$ cat config.mk
export PLATFORM = sky130hd
export DESIGN_NAME = sobel_addr_scheduler
export DESIGN_NICKNAME = d
export VERILOG_FILES = /design/src/rtl/sobel_pkg.sv /design/src/rtl/sobel_anchor_counter.sv /design/src/rtl/sobel_addr_scheduler.sv
export SDC_FILE = /design/constraint.sdc
export NUM_CORES = 1
export LEC_CHECK = 0
export ABC_AREA = 1
export CAP_MARGIN = 0
export CORE_AREA = 2 2 88 90
export DETAILED_ROUTE_END_ITERATION = 8
export DIE_AREA = 0 0 90 92
export GPL_TIMING_DRIVEN = 0
export PLACE_DENSITY = 0.71
export SYNTH_ARGS = -nofsm -noshare
export SYNTH_HDL_FRONTEND = slang
export SYNTH_SLANG_ARGS = --single-unit
$ cat constraint.sdc
create_clock -name clk -period 2.2 [get_ports clk]
set_input_delay 0.44 -clock clk [delete_from_list [all_inputs] [get_ports clk]]
set_output_delay 0.44 -clock clk [all_outputs]
set_load 0.01 [all_outputs]
$ cat src/rtl/sobel_pkg.sv
// sobel_pkg: definitions shared by the Sobel window address scheduler.
//   - sobel_state_e   : sequencer states
//   - SOBEL_*         : default address width, row stride, anchor range
//   - SOBEL_TAP_COUNT : rows read per 4-row window column
package sobel_pkg;

  typedef enum logic [2:0] {
    ST_IDLE  = 3'd0,
    ST_PRIME = 3'd1,
    ST_TAP0  = 3'd2,
    ST_TAP1  = 3'd3,
    ST_TAP2  = 3'd4,
    ST_TAP3  = 3'd5,
    ST_DONE  = 3'd6
  } sobel_state_e;

  localparam int SOBEL_ADDR_W     = 20;
  localparam int SOBEL_ROW_STRIDE = 256;
  localparam int SOBEL_START_ADDR = 768;
  localparam int SOBEL_END_ADDR   = 65535;
  localparam int SOBEL_TAP_COUNT  = 4;
  localparam int SOBEL_TAP_W      = $clog2(SOBEL_TAP_COUNT);

endpackage

$ cat src/rtl/sobel_anchor_counter.sv
// sobel_anchor_counter: holds the window-anchor address and steps it.
// Build option: SOBEL_ROW_SKIP_EN -- when defined, an anchor in the last
// column (anchor[7:0] == 255) jumps by ROW_STRIDE+1 so the next window
// starts one row further down; otherwise the anchor always steps by +1.
// Ports:
//   clk    in   system clock
//   reset  in   synchronous active-high reset, anchor <= START_ADDR
//   load   in   reload START_ADDR (frame start)
//   step   in   advance the anchor by one window position
//   anchor out  current anchor address
//   at_end out  anchor equals END_ADDR
module sobel_anchor_counter
  import sobel_pkg::*;
#(
  parameter int ADDR_W     = SOBEL_ADDR_W,
  parameter int ROW_STRIDE = SOBEL_ROW_STRIDE,
  parameter int START_ADDR = SOBEL_START_ADDR,
  parameter int END_ADDR   = SOBEL_END_ADDR
) (
  input  logic              clk,
  input  logic              reset,
  input  logic              load,
  input  logic              step,
  output logic [ADDR_W-1:0] anchor,
  output logic              at_end
);

  logic [ADDR_W-1:0] anchor_q;
  logic [ADDR_W-1:0] anchor_d;
  logic [ADDR_W-1:0] step_amt;

  always_comb begin
`ifdef SOBEL_ROW_SKIP_EN
    step_amt = (anchor_q[7:0] == 8'hFF) ? ADDR_W'(ROW_STRIDE + 1) : ADDR_W'(1);
`else
    step_amt = ADDR_W'(1);
`endif
    anchor_d = anchor_q;
    if (load) begin
      anchor_d = ADDR_W'(START_ADDR);
    end else if (step) begin
      // Wraps modulo 2^ADDR_W by construction.
      anchor_d = anchor_q + step_amt;
    end
  end

  always_ff @(posedge clk) begin
    if (reset) begin
      anchor_q <= ADDR_W'(START_ADDR);
    end else begin
      anchor_q <= anchor_d;
    end
  end

  assign anchor = anchor_q;
  assign at_end = (anchor_q == ADDR_W'(END_ADDR));

endmodule

$ cat src/rtl/sobel_addr_scheduler.sv
// sobel_addr_scheduler: issues the SRAM read addresses for a 4-row Sobel
// window sweep. Each anchor produces four reads (anchor, anchor-1 row,
// anchor-2 rows, anchor-3 rows); one extra PRIME read at frame start covers
// the SRAM read latency of the first window.
// Build option: SOBEL_ROW_SKIP_EN (end-of-row anchor step, see
// sobel_anchor_counter).
// Ports:
//   clk       in   system clock
//   reset     in   synchronous active-high reset
//   startEn   in   start pulse, honoured only in IDLE
//   stall     in   consumer not ready, freezes the sequencer
//   read_addr out  registered SRAM read address
//   addrValid out  read_addr was issued on the last edge
//   colPos    out  anchor column (anchor[7:0])
//   rowTap    out  row offset of read_addr (0..3)
//   busy      out  sequencer not in IDLE
//   done      out  one-cycle frame-complete pulse
module sobel_addr_scheduler
  import sobel_pkg::*;
#(
  parameter int ADDR_W     = SOBEL_ADDR_W,
  parameter int ROW_STRIDE = SOBEL_ROW_STRIDE,
  parameter int START_ADDR = SOBEL_START_ADDR,
  parameter int END_ADDR   = SOBEL_END_ADDR
) (
  input  logic                   clk,
  input  logic                   reset,
  input  logic                   startEn,
  input  logic                   stall,
  output logic [ADDR_W-1:0]      read_addr,
  output logic                   addrValid,
  output logic [7:0]             colPos,
  output logic [SOBEL_TAP_W-1:0] rowTap,
  output logic                   busy,
  output logic                   done
);

  sobel_state_e           state_q;
  logic [ADDR_W-1:0]      read_addr_q;
  logic                   addr_valid_q;
  logic [SOBEL_TAP_W-1:0] row_tap_q;
  logic                   done_q;

  logic [ADDR_W-1:0]      anchor;
  logic                   at_end;
  logic                   anchor_load;
  logic                   anchor_step;

  // Anchor moves only on the TAP3 issue edge, so all four taps of a
  // window share one anchor value.
  assign anchor_load = (state_q == ST_IDLE) && startEn;
  assign anchor_step = (state_q == ST_TAP3) && !stall;

  sobel_anchor_counter #(
    .ADDR_W    (ADDR_W),
    .ROW_STRIDE(ROW_STRIDE),
    .START_ADDR(START_ADDR),
    .END_ADDR  (END_ADDR)
  ) u_anchor (
    .clk   (clk),
    .reset (reset),
    .load  (anchor_load),
    .step  (anchor_step),
    .anchor(anchor),
    .at_end(at_end)
  );

  // Candidate address for every row tap; subtraction wraps modulo 2^ADDR_W.
  logic [ADDR_W-1:0] tap_addr [SOBEL_TAP_COUNT];

  generate
    for (genvar gi = 0; gi < SOBEL_TAP_COUNT; gi++) begin : g_tap
      assign tap_addr[gi] = anchor - ADDR_W'(gi * ROW_STRIDE);
    end
  endgenerate

  always_ff @(posedge clk) begin
    if (reset) begin
      state_q      <= ST_IDLE;
      read_addr_q  <= '0;
      addr_valid_q <= 1'b0;
      row_tap_q    <= '0;
      done_q       <= 1'b0;
    end else begin
      addr_valid_q <= 1'b0;
      done_q       <= 1'b0;
      case (state_q)
        ST_IDLE: begin
          if (startEn) begin
            state_q <= ST_PRIME;
          end
        end
        ST_PRIME: begin
          if (!stall) begin
            read_addr_q  <= tap_addr[0];
            row_tap_q    <= 2'd0;
            addr_valid_q <= 1'b1;
            state_q      <= ST_TAP0;
          end
        end
        ST_TAP0: begin
          if (!stall) begin
            read_addr_q  <= tap_addr[0];
            row_tap_q    <= 2'd0;
            addr_valid_q <= 1'b1;
            state_q      <= ST_TAP1;
          end
        end
        ST_TAP1: begin
          if (!stall) begin
            read_addr_q  <= tap_addr[1];
            row_tap_q    <= 2'd1;
            addr_valid_q <= 1'b1;
            state_q      <= ST_TAP2;
          end
        end
        ST_TAP2: begin
          if (!stall) begin
            read_addr_q  <= tap_addr[2];
            row_tap_q    <= 2'd2;
            addr_valid_q <= 1'b1;
            state_q      <= ST_TAP3;
          end
        end
        ST_TAP3: begin
          if (!stall) begin
            read_addr_q  <= tap_addr[3];
            row_tap_q    <= 2'd3;
            addr_valid_q <= 1'b1;
            // End compare uses the anchor before it steps this edge.
            if (at_end) begin
              state_q <= ST_DONE;
              done_q  <= 1'b1;
            end else begin
              state_q <= ST_TAP0;
            end
          end
        end
        ST_DONE: begin
          state_q <= ST_IDLE;
        end
        default: begin
          state_q <= ST_IDLE;
        end
      endcase
    end
  end

  assign read_addr = read_addr_q;
  assign addrValid = addr_valid_q;
  assign rowTap    = row_tap_q;
  assign done      = done_q;
  assign busy      = (state_q != ST_IDLE);
  assign colPos    = anchor[7:0];

endmodule

==> run summary, run 1 <==
======================================================================================
Synth Area in Compound Gates                                                     0.117
Sequential fraction of the synthesis area                                        0.338
Number of port buffers                                                              36
Mapped Cells                                                                       443
CTS tree                                                                           yes
Critical path capture point type                                                  flop
Number of routed nets with antenna violations                                        0
Initial Util                                                                     0.374
Insertion delay to the later sink of the worst-skew pair                       0.31 ns
Placeable core region                                                         7450 µm²
Largest area contributor in the netlist                                   sky130_fd_sc_hd__dfxtp_1
Post-synthesis net count                                                           452
Run status                                                                complete, no violations
Worst Max-Slew Pin Slew                                                       0.584 ns
Delay of the slowest critical-path stage                                       0.45 ns
Hold slack final                                                              0.470 ns
Fraction of the mapped netlist area in adder cells                              0.0251
Yosys top cell area share                                                        0.338
Hold Path Depth                                                                      2
Height of the die                                                                92 µm
Post-route DRC violation count                                                       0
Clock root buffer master                                                  sky130_fd_sc_hd__clkbuf_8
Sequential cell area                                                           941 µm²
Placement Rows                                                                      32
Die area                                                                      8280 µm²
Worst setup path class                                                         reg2reg
Crit Path Max Fanout                                                                 7
Max-slew headroom at the worst pin                                               0.611
Crit Reg-Reg Startpoint                                                   state_q[0]$_SDFFE_PP0P_
Leakage power total                                                            1.43 nW
Library cell appearing most often on the critical path                    sky130_fd_sc_hd__nor2_1
Vias per inst                                                                     4.95
Proportion of synthesized flip-flops having asynchronous set or reset                0
Simple-Gate Fraction of Synth Area                                               0.381
MaxCap Viol Count                                                                    0
Routed WL                                                                      7580 µm
Iteration count of the initial detailed-routing pass                                 4
Main combinational cell family by area after synthesis                    simple AND/OR/NAND/NOR gates
Post-route total power                                                         2.51 mW
Post-layout worst setup margin                                                0.206 ns
Count of pins over their slew limit                                                  0
Global-route wire length before repair                                        12600 µm
Number of inserted filler cells in the final layout                                825
CTS buffer count                                                                     5
Maximum level of the CTS H-tree                                                      2
Worst Reg-to-Reg Cells                                                              10
Final hold viol count                                                                0
Critical Path RT                                                               2.38 ns
Ys flop type                                                              sky130_fd_sc_hd__dfxtp_1
Worst path slowest cell                                                   sky130_fd_sc_hd__dfxtp_1
Maximum number of pins on one net before global-route repair                        14
Worst-path cell chain                                                     nand3_2, fa_1, inv_1, nand2_1, nor2_1, nand3_1, nand3_1, nand2_1, nor2_1, nor2_1
Final setup vio count                                                                0
Setup repair after global routing missed its margin                                 no
Count of instances resized after the clock tree is built                             0
Hold path start                                                           rowTap[1]$_SDFFE_PP0P_
Clock transition at the registers of the reported paths                        0.10 ns
Commonest cells post-synth                                                sky130_fd_sc_hd__nand2_1 (114), sky130_fd_sc_hd__nor2_1 (69), sky130_fd_sc_hd__inv_1 (48)
Most common cell in the synthesized netlist                               sky130_fd_sc_hd__nand2_1
Number of clock sinks                                                               47
Number of library cell types mapped by synthesis                                    29
Total Neg Setup Slack                                                             0 ns
Maximum buffer depth of the clock tree                                               2
Total number of vias                                                              2916
Cell area after synthesis                                                     2790 µm²
Initial antenna violation count                                                      0
Type of the worst min-delay path                                               reg2reg
Die boundary width                                                               90 µm
Number of DRC markers after the initial detailed-route iteration                   149
Number of storage elements in the synthesis netlist                                 47
Postcts setup bufs                                                                   0
Number of top-level pins                                                            37
Count of inserted antenna diode cells                                                0
Data arrival time at the worst-slack endpoint                                  2.18 ns
Area growth syn-to-layout                                                        20.4%
Dpl hpwl                                                                       5660 µm
Fraction of final layout cells with drive strength greater than 1               0.0821
Count of hold buffers inserted by post-cts repair                                    0
Yosys synthesis warning count                                                        0
Remaining global-route overflow                                                      0
Number of enable flip-flop cells after synthesis                                     0
Combined area of the multi-input logic cells                                  1510 µm²
Largest voltage drop on the vdd net                                           0.414 mV
Fraction of synthesized area in multiplexers                                         0
Power density over the cells                                                747 nW/µm²
Xor and xnor area share after synthesis                                         0.0189
Post-layout nets                                                                   495
Wire length per cell after detailed routing                                    12.9 µm
Minimum period implied by the final worst setup slack                          1.99 ns
Tcrit/Tclk final                                                                 0.906
Largest cells by area after synthesis                                     sky130_fd_sc_hd__dfxtp_1 (34%), sky130_fd_sc_hd__nand2_1 (15%), sky130_fd_sc_hd__nor2_1 (9.3%)
Vias in the first global route                                                    2771
R2r setup slk                                                                  0.21 ns
Weighted congestion reported at the end of routability-driven placement          0.919
Kind of start point of the critical path                                          flop
Achievable Freq                                                                501 MHz
WHS Endpoint                                                              rowTap[1]$_SDFFE_PP0P_
Worst setup slack before clock tree synthesis                                0.0654 ns
Average cell area after synthesis                                             6.29 µm²
Clock tree skew after final layout                                           0.0169 ns
Capture point of the worst reg-to-reg path                                read_addr[18]$_SDFFE_PP0P_
Gr usage total                                                                   0.187
======================================================================================
==> per-stage QoR <==
| stage | cells | utilization | instance area [µm²] |
|---|---|---|---|
| after detailed placement | 581 | 0.440 | 3280 |
| after global placement | 581 | 0.440 | 3280 |
| after CTS | 589 | 0.451 | 3360 |
| final | 589 | 0.451 | 3360 |
| after floorplan | 443 | - | 2790 |
| after global routing | 589 | 0.451 | 3360 |
==> logic make-up after synthesis <==
family,Yosys count
AND/OR/NAND/NOR,248
buffers and inverters,74
AO/OA/AOI/OAI,63
flip-flops,47
XOR/XNOR,6
adder cells (fa/ha/maj),5
==> final cells by class <==
type | instances | area share
multi-input combinational | 322 | 0.450
clock buffer | 7 | 0.0227
tap | 102 | 0.0380
clock inverter | 1 | 0.00149
timing repair buffer | 36 | 0.107
inverter | 52 | 0.0581
sequential | 47 | 0.280
buffer | 22 | 0.0421
==> state kept, by name, summed over array words and instances, names as in the netlist <==
name and flops:
addrValid 1, done 1, read_addr 20, rowTap 2, state_q 3, u_anchor.anchor 20
==> metal layers <==
layer / track usage / routed length, µm / vias up
met5: 0 / 0 / -
met3: 0.0312 / 308 / 10
li1: - / - / 1488
met4: 0.0705 / 139 / 0
met2: 0.334 / 3660 / 71
met1: 0.226 / 3460 / 1347
==> placed cells by master (no fill, tap or decap), drive strengths merged <==
cell type      instances
buf                   19
nor2                  72
ha                     4
fa                     1
a31oi                  1
xor2                   6
clkdlybuf4s50         36
nand4                  5
nand2                116
dfxtp                 47
inv                   52
clkinv                 1
nor4                   1
nor3                   7
a21oi                 28
or2                    3
clkbuf                10
nor3b                  1
nand3                 43
o21ai                 33
o22ai                  1
==> critical path: cells and delay by family (launching register included) <==
| kind | cells | cell delay, ns |
|---|---|---|
| DFF | 1 | 0.45 |
| and+or+nand+nor | 8 | 0.90 |
| adders and majority gates | 1 | 0.45 |
| buffers and inverters | 1 | 0.07 |
==> report_power, final <==
group / total, mW / internal [mW] / leakage (nW) / switching [mW]
Clock: 0.529 / 0.224 / 0.0422 / 0.305
Sequential: 1.05 / 0.973 / 0.382 / 0.0811
Combinational: 0.925 / 0.381 / 1.00 / 0.544
==> worst max path at each step <==
stage / start / slack (ns) / depth (start not counted) / to
5_1_grt: state_q[0]$_SDFFE_PP0P_ / 0.04 / 10 / read_addr[18]$_SDFFE_PP0P_
3_5_place_dp: reset / 0.07 / 5 / u_anchor.anchor[10]$_SDFFE_PP0P_
2_1_floorplan: state_q[0]$_SDFFE_PP0P_ / 0.48 / 10 / read_addr[18]$_SDFFE_PP0P_
4_1_cts: state_q[0]$_SDFFE_PP0P_ / 0.22 / 3 / busy
6_report: state_q[0]$_SDFFE_PP0P_ / 0.21 / 10 / read_addr[18]$_SDFFE_PP0P_
3_3_place_gp: reset / 0.06 / 5 / u_anchor.anchor[12]$_SDFFE_PP0P_
Power figures use the tool's default switching activity.
==> run 2, diff against run 1 <==
--- a/config.mk
+++ b/config.mk
@@ -10,8 +10,7 @@
 export CORE_AREA = 2 2 88 90
 export DETAILED_ROUTE_END_ITERATION = 8
 export DIE_AREA = 0 0 90 92
-export GPL_TIMING_DRIVEN = 0
-export PLACE_DENSITY = 0.71
+export RECOVER_POWER = 25
 export SYNTH_ARGS = -nofsm -noshare
 export SYNTH_HDL_FRONTEND = slang
 export SYNTH_SLANG_ARGS = --single-unit
==> run summary, run 2 (synthesis gave the netlist of run 1 again) <==
======================================================================================
Final hold viol count                                                                0   unchanged
Critical path capture point type                                            output pin
Worst setup slack before clock tree synthesis                                 0.218 ns   +0.152 ns
Critical Path RT                                                               1.76 ns   -0.62 ns
Switching power                                                               0.912 mW   -1.9%
Routed WL                                                                      7540 µm   -0.45%
Number of port buffers                                                              36   unchanged
Initial Util                                                                     0.374   unchanged
Gr usage total                                                                   0.195   +0.00820
Tcrit/Tclk final                                                                 0.907   +0.000908
Total Neg Setup Slack                                                             0 ns   unchanged
Combined area of the multi-input logic cells                                  1500 µm²   -0.50%
CTS tree                                                                           yes
Largest voltage drop on the vdd net                                           0.309 mV   -25%
Clock transition at the registers of the reported paths                        0.09 ns   about the same
Post-layout nets                                                                   482   -2.6%
Die area                                                                      8280 µm²   unchanged
Minimum period implied by the final worst setup slack                          2.00 ns   +0.00200 ns
Sequential cell area                                                           942 µm²   +0.13%
Sequential group share of total power                                            0.426   +0.006
Total placed instance area                                                    3200 µm²   -2.3%
Clock root buffer master                                                  sky130_fd_sc_hd__clkbuf_8
Maximum level of the CTS H-tree                                                      2   unchanged
Maximum buffer depth of the clock tree                                               2   unchanged
Proportion of power drawn by combinational gates                                 0.360   -0.009
Iteration count of the initial detailed-routing pass                                 4   unchanged
Power density over the cells                                                757 nW/µm²   +1.4%
Post-layout worst setup margin                                                0.204 ns   -0.00200 ns
Weighted congestion reported at the end of routability-driven placement          0.896   -2.5%
Post-route DRC violation count                                                       0   unchanged
Number of top-level pins                                                            37   unchanged
Data arrival time at the worst-slack endpoint                                  1.56 ns   -0.62 ns
Clock tree skew after final layout                                           0.0122 ns   -0.00469 ns
Total number of vias                                                              2852   -2.2%
Fraction of final layout cells with drive strength greater than 1               0.0570   -0.0252
Internal power                                                                 1.56 mW   -0.84%
Insertion delay to the later sink of the worst-skew pair                       0.31 ns   about the same
Vias in the first global route                                                    2828   +2.1%
Max layer used                                                                    met4
Vias per inst                                                                     4.95   about the same
Kind of start point of the critical path                                          flop
Global-route wire length before repair                                        13300 µm   +5.3%
Initial antenna violation count                                                      0   unchanged
Met3 WL post-DR                                                                 287 µm   -6.8%
Leakage power total                                                            1.36 nW   -4.6%
Placeable core region                                                         7450 µm²   unchanged
Worst setup path class                                                         reg2out
Final setup vio count                                                                0   unchanged
CTS buffer count                                                                     5   unchanged
Met2 WL                                                                        3620 µm   -1.3%
Clock power share                                                                0.214   +0.003
Crit Path Max Fanout                                                                 7   unchanged
Postcts setup bufs                                                                   0   unchanged
Number of inserted filler cells in the final layout                                839   +1.7%
Dpl cells                                                                          568   -2.2%
Met1 Routed Length                                                             3550 µm   +2.5%
Dpl hpwl                                                                       5780 µm   +2.1%
Final non-filler cell total                                                        576   -2.2%
Count of pins over their slew limit                                                  0   unchanged
Number of DRC markers after the initial detailed-route iteration                   114   -23%
Placement Rows                                                                      32   unchanged
Area growth syn-to-layout                                                        17.3%
Fin util                                                                         0.439   -0.0118
MaxCap Viol Count                                                                    0   unchanged
Height of the die                                                                92 µm   unchanged
Setup repair after global routing missed its margin                                 no
Max-slew headroom at the worst pin                                               0.625   +0.0142
Final design instance area without fill                                       3270 µm²   -2.6%
Hold slack final                                                              0.478 ns   +0.00791 ns
Net switching fraction of the power                                              0.368   -0.00260
Commonest cells after routing, fill and taps aside                        sky130_fd_sc_hd__nand2_1 (114), sky130_fd_sc_hd__nor2_1 (70), sky130_fd_sc_hd__inv_1 (49)
Number of routed nets with antenna violations                                        0   unchanged
Achievable Freq                                                                501 MHz   -0.10%
Number of clock sinks                                                               47   unchanged
Most common library cell in the layout ignoring fill and taps             sky130_fd_sc_hd__nand2_1
Die boundary width                                                               90 µm   unchanged
Post-route total power                                                         2.48 mW   -1.2%
Wire length per cell after detailed routing                                    13.1 µm   +1.8%
Count of inserted antenna diode cells                                                0   unchanged
Remaining global-route overflow                                                      0   unchanged
Worst Max-Slew Pin Slew                                                       0.563 ns   -0.0214 ns
Run status                                                                complete, no violations
Maximum number of pins on one net before global-route repair                        17   +3
Type of the worst min-delay path                                               reg2reg
======================================================================================
-- run 2: final cells by class --
class | count | share of cell area
clock buffer | 6 | 0.0222
clock inverter | 2 | 0.00383
inverter | 52 | 0.0597
multi-input combinational | 322 | 0.460
sequential | 47 | 0.288
tap | 102 | 0.0390
timing repair buffer | 45 | 0.127
-- run 2: final timing paths --
check,to,slack (ns),startpoint,cells past startpoint
setup / recovery,busy,0.20,state_q[2]$_SDFFE_PP0P_,3
hold / removal,rowTap[0]$_SDFFE_PP0P_,0.48,rowTap[0]$_SDFFE_PP0P_,2
setup reg to reg,read_addr[18]$_SDFFE_PP0P_,0.24,state_q[1]$_SDFFE_PP0P_,11
hold reg to reg,rowTap[0]$_SDFFE_PP0P_,0.48,rowTap[0]$_SDFFE_PP0P_,2
-- run 2: power by group through the flow --
stage          sequential [mW]  combinational, mW  clock (mW)
2_1_floorplan             1.11              0.486           0
3_3_place_gp              1.07              0.904           0
3_5_place_dp              1.07              0.908           0
4_1_cts                   1.05              0.912       0.553
5_1_grt                   1.07              0.997       0.586
6_report                  1.05              0.890       0.531
-- run 2: critical path, cell delays in order (launching register included) --
cell                              delay (ns)
sky130_fd_sc_hd__dfxtp_1                0.44
sky130_fd_sc_hd__inv_1                  0.14
sky130_fd_sc_hd__nand3_2                0.12
sky130_fd_sc_hd__clkdlybuf4s50_1        0.55
-- run 2: layer usage --
metal	GRT usage	vias to the layer above
li1	-	1459
met1	0.247	1315
met2	0.347	69
met3	0.0271	9
met4	0.0564	0
met5	0	-
-- run 2: repair_timing --
| item | 4_1_cts | 5_1_grt |
|---|---|---|
| hold buffers | 0 | 0 |
| endpoints found under the setup margin | 0 | 1 |
| resized for setup | 0 | 1 |
| endpoints found under the hold margin | 0 | 0 |
